`src/rtl/ndn_link_pkg.sv`:
```
// ndn_link_pkg: shared types and constants for the NDN bit-serial link.
//   - tx_state_e / rx_state_e : transmitter and receiver FSM encodings
//   - META_TYPE_BIT           : meta bit that carries the packet type
//   - INTEREST                : value of the type bit for interest packets
//   - START_BIT / END_BIT     : line levels of the frame delimiters
//   - IDLE_LEVEL              : level of an idle serial line
package ndn_link_pkg;

  typedef enum logic [2:0] {
    TX_IDLE,
    TX_LOAD_META,
    TX_LOAD_PREFIX,
    TX_LOAD_DATA,
    TX_START,
    TX_SEND,
    TX_PARITY,
    TX_END
  } tx_state_e;

  typedef enum logic [2:0] {
    RX_IDLE,
    RX_META,
    RX_PREFIX,
    RX_DATA,
    RX_PARITY,
    RX_END
  } rx_state_e;

  localparam int   META_TYPE_BIT = 6;
  localparam logic INTEREST      = 1'b1;
  localparam logic START_BIT     = 1'b0;
  localparam logic END_BIT       = 1'b0;
  localparam logic IDLE_LEVEL    = 1'b1;

endpackage

```
`src/rtl/ndn_link_rx.sv`:
```
// ndn_link_rx: deserialiser for the NDN bit-serial link.
// Samples miso once per clk, recognises a start bit, shifts meta, prefix and
// (for data packets) data MSB first, then checks the end bit.
// Optional build macro NDN_LINK_PARITY_EN: an even-parity bit over all payload
// bits precedes the end bit; a mismatch is reported as a framing error.
// Ports:
//   clk, rst   : clock, synchronous active-high reset
//   miso       : serial input, idles high
//   rx_valid   : one-cycle pulse, rx_* hold a complete packet
//   rx_error   : one-cycle pulse on a bad end bit (or parity)
//   rx_meta    : received meta byte
//   rx_prefix  : received prefix, first byte in the top bits
//   rx_data    : received data, zero for interest packets
module ndn_link_rx
  import ndn_link_pkg::*;
#(
  parameter int PREFIX_BYTES = 8,
  parameter int DATA_BYTES   = 32
) (
  input  logic                      clk,
  input  logic                      rst,
  input  logic                      miso,
  output logic                      rx_valid,
  output logic                      rx_error,
  output logic [7:0]                rx_meta,
  output logic [PREFIX_BYTES*8-1:0] rx_prefix,
  output logic [DATA_BYTES*8-1:0]   rx_data
);

  localparam int PREFIX_BITS = PREFIX_BYTES * 8;
  localparam int DATA_BITS   = DATA_BYTES * 8;
  localparam int MAX_BITS    = (PREFIX_BITS > DATA_BITS) ? PREFIX_BITS : DATA_BITS;
  localparam int CNT_W       = $clog2(MAX_BITS);

  localparam logic [CNT_W-1:0] META_LAST   = CNT_W'(7);
  localparam logic [CNT_W-1:0] PREFIX_LAST = CNT_W'(PREFIX_BITS - 1);
  localparam logic [CNT_W-1:0] DATA_LAST   = CNT_W'(DATA_BITS - 1);

`ifdef NDN_LINK_PARITY_EN
  localparam rx_state_e AFTER_PAYLOAD = RX_PARITY;
`else
  localparam rx_state_e AFTER_PAYLOAD = RX_END;
`endif

  rx_state_e                state_q, state_d;
  logic [CNT_W-1:0]         cnt_q, cnt_d;
  logic                     armed_q, armed_d;
  logic                     is_int_q, is_int_d;
  logic [7:0]               meta_q, meta_d;
  logic [PREFIX_BITS-1:0]   prefix_q, prefix_d;
  logic [DATA_BITS-1:0]     data_q, data_d;
  logic                     valid_q, valid_d;
  logic                     error_q, error_d;
  logic                     frame_ok;
`ifdef NDN_LINK_PARITY_EN
  logic                     par_q, par_d;
  logic                     perr_q, perr_d;
`endif

  always_comb begin
    state_d  = state_q;
    cnt_d    = cnt_q;
    armed_d  = armed_q;
    is_int_d = is_int_q;
    meta_d   = meta_q;
    prefix_d = prefix_q;
    data_d   = data_q;
    valid_d  = 1'b0;
    error_d  = 1'b0;
`ifdef NDN_LINK_PARITY_EN
    par_d    = par_q;
    perr_d   = perr_q;
    frame_ok = (miso == END_BIT) && !perr_q;
`else
    frame_ok = (miso == END_BIT);
`endif
    case (state_q)
      RX_IDLE: begin
        // Only a high-to-low transition starts a frame, so a line stuck low
        // after a frame (or after reset) cannot retrigger the receiver.
        if (armed_q && (miso == START_BIT)) begin
          state_d  = RX_META;
          cnt_d    = '0;
          armed_d  = 1'b0;
          meta_d   = '0;
          prefix_d = '0;
          data_d   = '0;
`ifdef NDN_LINK_PARITY_EN
          par_d    = 1'b0;
          perr_d   = 1'b0;
`endif
        end else begin
          armed_d = armed_q | (miso == IDLE_LEVEL);
        end
      end
      RX_META: begin
        meta_d = {meta_q[6:0], miso};
        cnt_d  = cnt_q + CNT_W'(1);
`ifdef NDN_LINK_PARITY_EN
        par_d  = par_q ^ miso;
`endif
        if (cnt_q == META_LAST) begin
          cnt_d    = '0;
          is_int_d = (meta_d[META_TYPE_BIT] == INTEREST);
          state_d  = RX_PREFIX;
        end
      end
      RX_PREFIX: begin
        prefix_d = {prefix_q[PREFIX_BITS-2:0], miso};
        cnt_d    = cnt_q + CNT_W'(1);
`ifdef NDN_LINK_PARITY_EN
        par_d    = par_q ^ miso;
`endif
        if (cnt_q == PREFIX_LAST) begin
          cnt_d   = '0;
          state_d = is_int_q ? AFTER_PAYLOAD : RX_DATA;
        end
      end
      RX_DATA: begin
        data_d = {data_q[DATA_BITS-2:0], miso};
        cnt_d  = cnt_q + CNT_W'(1);
`ifdef NDN_LINK_PARITY_EN
        par_d  = par_q ^ miso;
`endif
        if (cnt_q == DATA_LAST) begin
          cnt_d   = '0;
          state_d = AFTER_PAYLOAD;
        end
      end
`ifdef NDN_LINK_PARITY_EN
      RX_PARITY: begin
        perr_d  = (miso != par_q);
        state_d = RX_END;
      end
`endif
      RX_END: begin
        valid_d = frame_ok;
        error_d = !frame_ok;
        state_d = RX_IDLE;
      end
      default: state_d = RX_IDLE;
    endcase
  end

  always_ff @(posedge clk) begin
    if (rst) begin
      state_q  <= RX_IDLE;
      cnt_q    <= '0;
      armed_q  <= 1'b0;
      is_int_q <= 1'b0;
      meta_q   <= '0;
      prefix_q <= '0;
      data_q   <= '0;
      valid_q  <= 1'b0;
      error_q  <= 1'b0;
`ifdef NDN_LINK_PARITY_EN
      par_q    <= 1'b0;
      perr_q   <= 1'b0;
`endif
    end else begin
      state_q  <= state_d;
      cnt_q    <= cnt_d;
      armed_q  <= armed_d;
      is_int_q <= is_int_d;
      meta_q   <= meta_d;
      prefix_q <= prefix_d;
      data_q   <= data_d;
      valid_q  <= valid_d;
      error_q  <= error_d;
`ifdef NDN_LINK_PARITY_EN
      par_q    <= par_d;
      perr_q   <= perr_d;
`endif
    end
  end

  assign rx_valid  = valid_q;
  assign rx_error  = error_q;
  assign rx_meta   = meta_q;
  assign rx_prefix = prefix_q;
  assign rx_data   = data_q;

endmodule

```
`src/rtl/ndn_serial_link.sv`:
```
// ndn_serial_link: full-duplex bit-serial NDN packet link.
// TX: bytes are loaded over a valid/ready handshake (meta, prefix, then data
// for data packets) into a byte buffer, then framed onto mosi one bit per clk
// with cs low for the whole frame. RX: handled by ndn_link_rx.
// Optional build macro NDN_LINK_PARITY_EN: an even-parity bit over all payload
// bits is sent between the last payload bit and the end bit.
// Ports:
//   clk, rst            : clock, synchronous active-high reset
//   sclk                : serial clock (copy of clk)
//   cs                  : low while a TX frame is on mosi
//   mosi / miso         : serial TX / RX lines, idle high
//   tx_byte/valid/ready : byte load handshake
//   tx_busy             : first accepted byte until the end bit has been sent
//   rx_valid, rx_error  : one-cycle receive status pulses
//   rx_meta/prefix/data : received packet fields
module ndn_serial_link
  import ndn_link_pkg::*;
#(
  parameter int PREFIX_BYTES = 8,
  parameter int DATA_BYTES   = 32
) (
  input  logic                      clk,
  input  logic                      rst,
  output logic                      sclk,
  output logic                      cs,
  output logic                      mosi,
  input  logic                      miso,
  input  logic [7:0]                tx_byte,
  input  logic                      tx_valid,
  output logic                      tx_ready,
  output logic                      tx_busy,
  output logic                      rx_valid,
  output logic                      rx_error,
  output logic [7:0]                rx_meta,
  output logic [PREFIX_BYTES*8-1:0] rx_prefix,
  output logic [DATA_BYTES*8-1:0]   rx_data
);

  localparam int TOTAL_BYTES = 1 + PREFIX_BYTES + DATA_BYTES;
  localparam int IDX_W       = $clog2(TOTAL_BYTES);
  localparam int MEM_DEPTH   = 2 ** IDX_W;

  localparam logic [IDX_W-1:0] PREFIX_LAST_IDX = IDX_W'(PREFIX_BYTES);
  localparam logic [IDX_W-1:0] DATA_LAST_IDX   = IDX_W'(TOTAL_BYTES - 1);

`ifdef NDN_LINK_PARITY_EN
  localparam tx_state_e AFTER_PAYLOAD = TX_PARITY;
`else
  localparam tx_state_e AFTER_PAYLOAD = TX_END;
`endif

  tx_state_e        state_q, state_d;
  logic [IDX_W-1:0] idx_q, idx_d;
  logic [2:0]       bit_q, bit_d;
  logic             is_int_q, is_int_d;
  logic [IDX_W-1:0] rd_addr;
  logic [IDX_W-1:0] last_idx;
  logic [7:0]       rd_data_q;
  logic             accept;
  logic             tx_bit;
`ifdef NDN_LINK_PARITY_EN
  logic             par_q, par_d;
`endif

  // Packet buffer: byte 0 is meta, then prefix, then data.
  logic [7:0] buf_mem [MEM_DEPTH];

  assign tx_ready = (state_q == TX_LOAD_META) || (state_q == TX_LOAD_PREFIX) ||
                    (state_q == TX_LOAD_DATA);
  assign accept   = tx_valid && tx_ready;
  assign last_idx = is_int_q ? PREFIX_LAST_IDX : DATA_LAST_IDX;
  // Bits leave MSB first from the byte read out of the buffer.
  assign tx_bit   = rd_data_q[~bit_q];

  always_comb begin
    state_d  = state_q;
    idx_d    = idx_q;
    bit_d    = bit_q;
    is_int_d = is_int_q;
    rd_addr  = idx_q;
`ifdef NDN_LINK_PARITY_EN
    par_d    = par_q;
`endif
    case (state_q)
      TX_IDLE: begin
        idx_d   = '0;
        state_d = TX_LOAD_META;
      end
      TX_LOAD_META: begin
        if (accept) begin
          is_int_d = (tx_byte[META_TYPE_BIT] == INTEREST);
          idx_d    = IDX_W'(1);
          state_d  = TX_LOAD_PREFIX;
        end
      end
      TX_LOAD_PREFIX: begin
        if (accept) begin
          idx_d = idx_q + IDX_W'(1);
          if (idx_q == PREFIX_LAST_IDX) begin
            state_d = is_int_q ? TX_START : TX_LOAD_DATA;
          end
        end
      end
      TX_LOAD_DATA: begin
        if (accept) begin
          idx_d = idx_q + IDX_W'(1);
          if (idx_q == DATA_LAST_IDX) begin
            state_d = TX_START;
          end
        end
      end
      TX_START: begin
        // The buffer read is registered, so byte 0 is fetched here to be
        // ready in the first SEND cycle.
        rd_addr = '0;
        idx_d   = '0;
        bit_d   = '0;
`ifdef NDN_LINK_PARITY_EN
        par_d   = 1'b0;
`endif
        state_d = TX_SEND;
      end
      TX_SEND: begin
        bit_d = bit_q + 3'd1;
`ifdef NDN_LINK_PARITY_EN
        par_d = par_q ^ tx_bit;
`endif
        if (bit_q == 3'd7) begin
          // Prefetch the next byte on the last bit of the current one.
          rd_addr = idx_q + IDX_W'(1);
          idx_d   = idx_q + IDX_W'(1);
          if (idx_q == last_idx) begin
            state_d = AFTER_PAYLOAD;
          end
        end
      end
      TX_PARITY: state_d = TX_END;
      TX_END:    state_d = TX_IDLE;
      default:   state_d = TX_IDLE;
    endcase
  end

  always_ff @(posedge clk) begin
    if (accept) begin
      buf_mem[idx_q] <= tx_byte;
    end
    rd_data_q <= buf_mem[rd_addr];
  end

  always_ff @(posedge clk) begin
    if (rst) begin
      state_q  <= TX_IDLE;
      idx_q    <= '0;
      bit_q    <= '0;
      is_int_q <= 1'b0;
`ifdef NDN_LINK_PARITY_EN
      par_q    <= 1'b0;
`endif
    end else begin
      state_q  <= state_d;
      idx_q    <= idx_d;
      bit_q    <= bit_d;
      is_int_q <= is_int_d;
`ifdef NDN_LINK_PARITY_EN
      par_q    <= par_d;
`endif
    end
  end

  // Line outputs are decoded from registered state only.
  always_comb begin
    mosi = IDLE_LEVEL;
    case (state_q)
      TX_START: mosi = START_BIT;
      TX_SEND:  mosi = tx_bit;
`ifdef NDN_LINK_PARITY_EN
      TX_PARITY: mosi = par_q;
`endif
      TX_END:   mosi = END_BIT;
      default:  mosi = IDLE_LEVEL;
    endcase
  end

  assign cs      = !((state_q == TX_START) || (state_q == TX_SEND) ||
                     (state_q == TX_PARITY) || (state_q == TX_END));
  assign tx_busy = !((state_q == TX_IDLE) || (state_q == TX_LOAD_META));
  assign sclk    = clk;

  ndn_link_rx #(
    .PREFIX_BYTES(PREFIX_BYTES),
    .DATA_BYTES  (DATA_BYTES)
  ) u_rx (
    .clk      (clk),
    .rst      (rst),
    .miso     (miso),
    .rx_valid (rx_valid),
    .rx_error (rx_error),
    .rx_meta  (rx_meta),
    .rx_prefix(rx_prefix),
    .rx_data  (rx_data)
  );

endmodule

```
`config.mk`:
```
export PLATFORM = sky130hd
export DESIGN_NAME = ndn_serial_link
export DESIGN_NICKNAME = d
export VERILOG_FILES = /design/src/rtl/ndn_link_pkg.sv /design/src/rtl/ndn_link_rx.sv /design/src/rtl/ndn_serial_link.sv
export SDC_FILE = /design/constraint.sdc
export NUM_CORES = 1
export LEC_CHECK = 0
export CAP_MARGIN = 5
export CELL_PAD_IN_SITES_DETAIL_PLACEMENT = 0
export CELL_PAD_IN_SITES_GLOBAL_PLACEMENT = 1
export CORE_MARGIN = 4
export CORE_UTILIZATION = 35
export CTS_CLUSTER_SIZE = 28
export DETAILED_ROUTE_END_ITERATION = 10
export GPL_TIMING_DRIVEN = 0
export PLACE_DENSITY = 0.61
export SYNTH_ARGS = -nofsm -noshare
export SYNTH_HDL_FRONTEND = slang
export SYNTH_HIERARCHICAL = 1
export SYNTH_SLANG_ARGS = --single-unit
export TNS_END_PERCENT = 1
```
`constraint.sdc`:
```
create_clock -name clk -period 2.9 [get_ports clk]
set_clock_uncertainty 0.05 [all_clocks]
set_input_delay 0.87 -clock clk [delete_from_list [all_inputs] [get_ports clk]]
set_output_delay 0.87 -clock clk [all_outputs]
set_load 0.02 [all_outputs]
```
==> out/metrics.yaml <==
yosys.area_share.adder_pct: 0.1864
postCtsHoldBufs: 0
number_of_nets_with_antenna_violations_after_routing: 0
drive_above_1_share_pct: 13.90
timing.final.setup_violations: 50
share_clk_of_total_power_pct: 44.1
cell_internal_pwr_uw: 22080
grt_first_pass_wirelength_um: 166900
critical_path_required_ns: 1.98
synth_top_family_by_area: "simple AND/OR/NAND/NOR gates"
route.detailed.drc: 0
power.switching_fraction_pct: 24.74
fp-row-count: 113
synth_top_cells_by_area: "edfxtp_1 46%, dfxtp_1 22%, a22oi_1 7.8%, nor2_1 5.1%, nand2_1 4.4%"
placeableCoreArea_um2: 95010
first_global_vias: 25170
synthesis.area_um2: 33560
clk_latency_worst_skew_pair_ns: 0.77
endpoint_kind: "output pin"
comb_power_share_pct: 10.5
final_critical_path_setup_slack_ns: -0.3220
syn_area_per_cell_um2: 11.58
area.growth.synth_to_final_pct: 29.43
final-instance-count-excl-fill: 4710
dp_worst_setup_slack_ns: -1.686
ys.flop_type: "edfxtp_1"
total_power_uw: 29340
worst_slew_pin_slew_ns: 0.8953
gp_congestion: 0.9150
total_switching_power_uw: 7259
max_cap_viol_count: 0
maximum_number_of_pins_on_one_net_before_global_route_repair: 65
number_of_antenna_violations_at_the_first_check_in_global_routing: 1
portBuffers: 345
placed_cell_area_um2: 38700
run_status: "finished, violations left"
dieArea_um2: 100900
netlist.area_leader.share_pct: 45.81
n_fill_cell: 8716
via_count: 25350
cts_tree: "built"
timing.setup.tns_ns: -3.621
num_io_pins: 347
synth-compound-area-share_pct: 12.66
1st_pass_router_iterations: 6
report.final.hold_viol_count: 0
die_width_um: 317.6
placedCellCount: 4516
detail_route.vias_per_cell: 5.383
final.period_utilization_pct: 111.1
seq_area_frac_synth_pct: 67.53
yosys.area_share.simple_pct: 14.58
violated_checks: "negative setup slack"
dp_hpwl_um: 79030
antenna-diode-count: 0
layout.nets: 3384
drt_wl_total_um: 113100
irDropWorstVdd_mv: 0.6006
synth_cells: 2899
power-per-cell-area_nw_per_um2: 675.5
timing.critical_path.from_type: "flop"
max_freq_mhz: 310.4
pwr-share-seq_pct: 45.3
postSynth.asyncResetShare_pct: 0
post-route-min-period_ns: 3.222
worst_ep_arrival_time_ns: 2.30
final-seq-area_um2: 22670
yosysTopAreaCell: "edfxtp_1"
maxSlewViolCount: 0
drt-initial-drc-count: 2249
leakagePower_uw: 0.01466
die_h_um: 317.6
synth_enable_flop_cells: 512
synthXorXnorAreaFrac_pct: 0.02610
initial_core_util_pct: 35.32
synth_warnings: 6
grt_setup_unrepaired: "yes"
stdcell_area_um2: 43430
hp-class: "reg2reg"
yosysUniqueCellTypes: 67
gr-total-overflow: 0
timing.max_slew.rel_slack_pct: 40.17
wire_per_inst_um: 24.01
timing_worst_setup_path_type: "reg2out"
multi_input_area_um2: 10470
crit_fanout: 4
groute.usage.overall_pct: 21.70
synth.ff_latch_count: 876
post_synthesis_net_count: 2916
synth.mux.area_fraction_pct: 1.387
path_clk_slew_ns: 0.06
cell usage after synthesis, types with 18 or more instances:
| cell type | count |
|---|---|
| mux2i_1 | 42 |
| a31oi_1 | 19 |
| buf_6 | 32 |
| and3_1 | 26 |
| nor2_1 | 459 |
| nand3_1 | 155 |
| a21oi_1 | 84 |
| nand2_1 | 393 |
| buf_1 | 25 |
| a22oi_1 | 349 |
| buf_2 | 50 |
| a211oi_1 | 18 |
| clkbuf_1 | 108 |
| dfxtp_1 | 364 |
| o21ai_0 | 31 |
| edfxtp_1 | 512 |
| nand4_1 | 33 |
| a32oi_1 | 20 |
cells by family (layout without fill, tap and decap cells):
group	Yosys count	after routing
AOI/OAI and AO/OA	593	593
muxes	44	44
adders and majority gates	5	5
xor gates and xnor gates	1	1
DFF	876	876
buffers and inverters	234	780
and+or+nand+nor	1146	1146
path summary, 6_finish.rpt:
| path | start | end | slack [ns] | cells past startpoint |
|---|---|---|---|---|
| hold / removal | u_rx/cnt_q[1] | u_rx/cnt_q[1] | 0.45 | 2 |
| setup reg to reg | bit_q[0] | rd_data_q[3] | -0.31 | 14 |
| setup / recovery | bit_q[0] | mosi | -0.32 | 4 |
| hold reg to reg | u_rx/cnt_q[1] | u_rx/cnt_q[1] | 0.45 | 2 |
critical path, stage by stage, from the launching register on:
cell and delay (ns):
dfxtp_4 0.41, mux4_2 0.60, mux2i_2 0.24, o21ai_1 0.10, buf_4 0.18
through the flow:
stage	hold WS, ns	util (%)
floorplan	0.4079	-
global placement	0.4204	40.62
detailed placement	0.4399	40.73
CTS	0.4479	45.36
global route	0.4817	45.71
finish	0.4493	45.71
metal layers:
metal  wire length, um  up-vias  global-route usage [%]
li1                  -    11590                       -
met1             47000    12690                   27.70
met2             53800      896                   35.91
met3              8756      179                   5.609
met4              3529        2                   7.432
met5                20        -                       0
timing repair:
| action | CTS | global route |
|---|---|---|
| pin swaps | 24 | 13 |
| setup buffers | 12 | 3 |
| resized for setup | 291 | 83 |
| endpoints found under the setup margin | 312 | 444 |
| gates cloned | 1 | 0 |
placed cells by master, fill, tap and decap left out, types with 15 or more instances in the layout:
cell type        instances
nor2_2                  49
buf_4                   41
nand2_1                388
buf_2                   31
a22oi_1                346
nand4_1                 33
nor2_1                 386
nand3_1                146
a21oi_1                 78
edfxtp_1               512
clkbuf_1               108
mux2i_1                 38
buf_6                   48
and3_1                  26
o21ai_0                 22
nor2_4                  26
clkbuf_16              102
a32oi_1                 19
clkbuf_8                15
buf_12                  16
dfxtp_1                362
clkdlybuf4s50_1        332
flip-flops by register name (all words and copies together), names as in the netlist:
register and cells:
buf_mem 512, u_rx/is_int_q 1, is_int_q 1, state_q 3, idx_q 6, u_rx/state_q 3
u_rx/rx_error 1, u_rx/rx_data 256, u_rx/cnt_q 8, u_rx/armed_q 1, u_rx/rx_prefix 64, bit_q 3
rd_data_q 8, u_rx/rx_meta 8, u_rx/rx_valid 1
power groups by stage:
stage | logic (uW) | registers [uW] | clock network, uW
floorplan | 1560 | 13500 | 40.3
global placement | 2650 | 13600 | 65.4
detailed placement | 2690 | 13600 | 65.4
CTS | 3000 | 13300 | 13200
global route | 3280 | 13300 | 13700
finish | 3090 | 13300 | 13000
layout make-up:
class                   instances  area share [%]
well taps                    1265           3.644
clock buffers                 135           6.337
flip-flops and latches        876           52.19
clock inverters                44           1.412
inverters                       9         0.07778
repair buffers                368           8.602
plain buffers                 224           3.633
multi-input cells            1789           24.10
(Power assumes the default switching activity.)
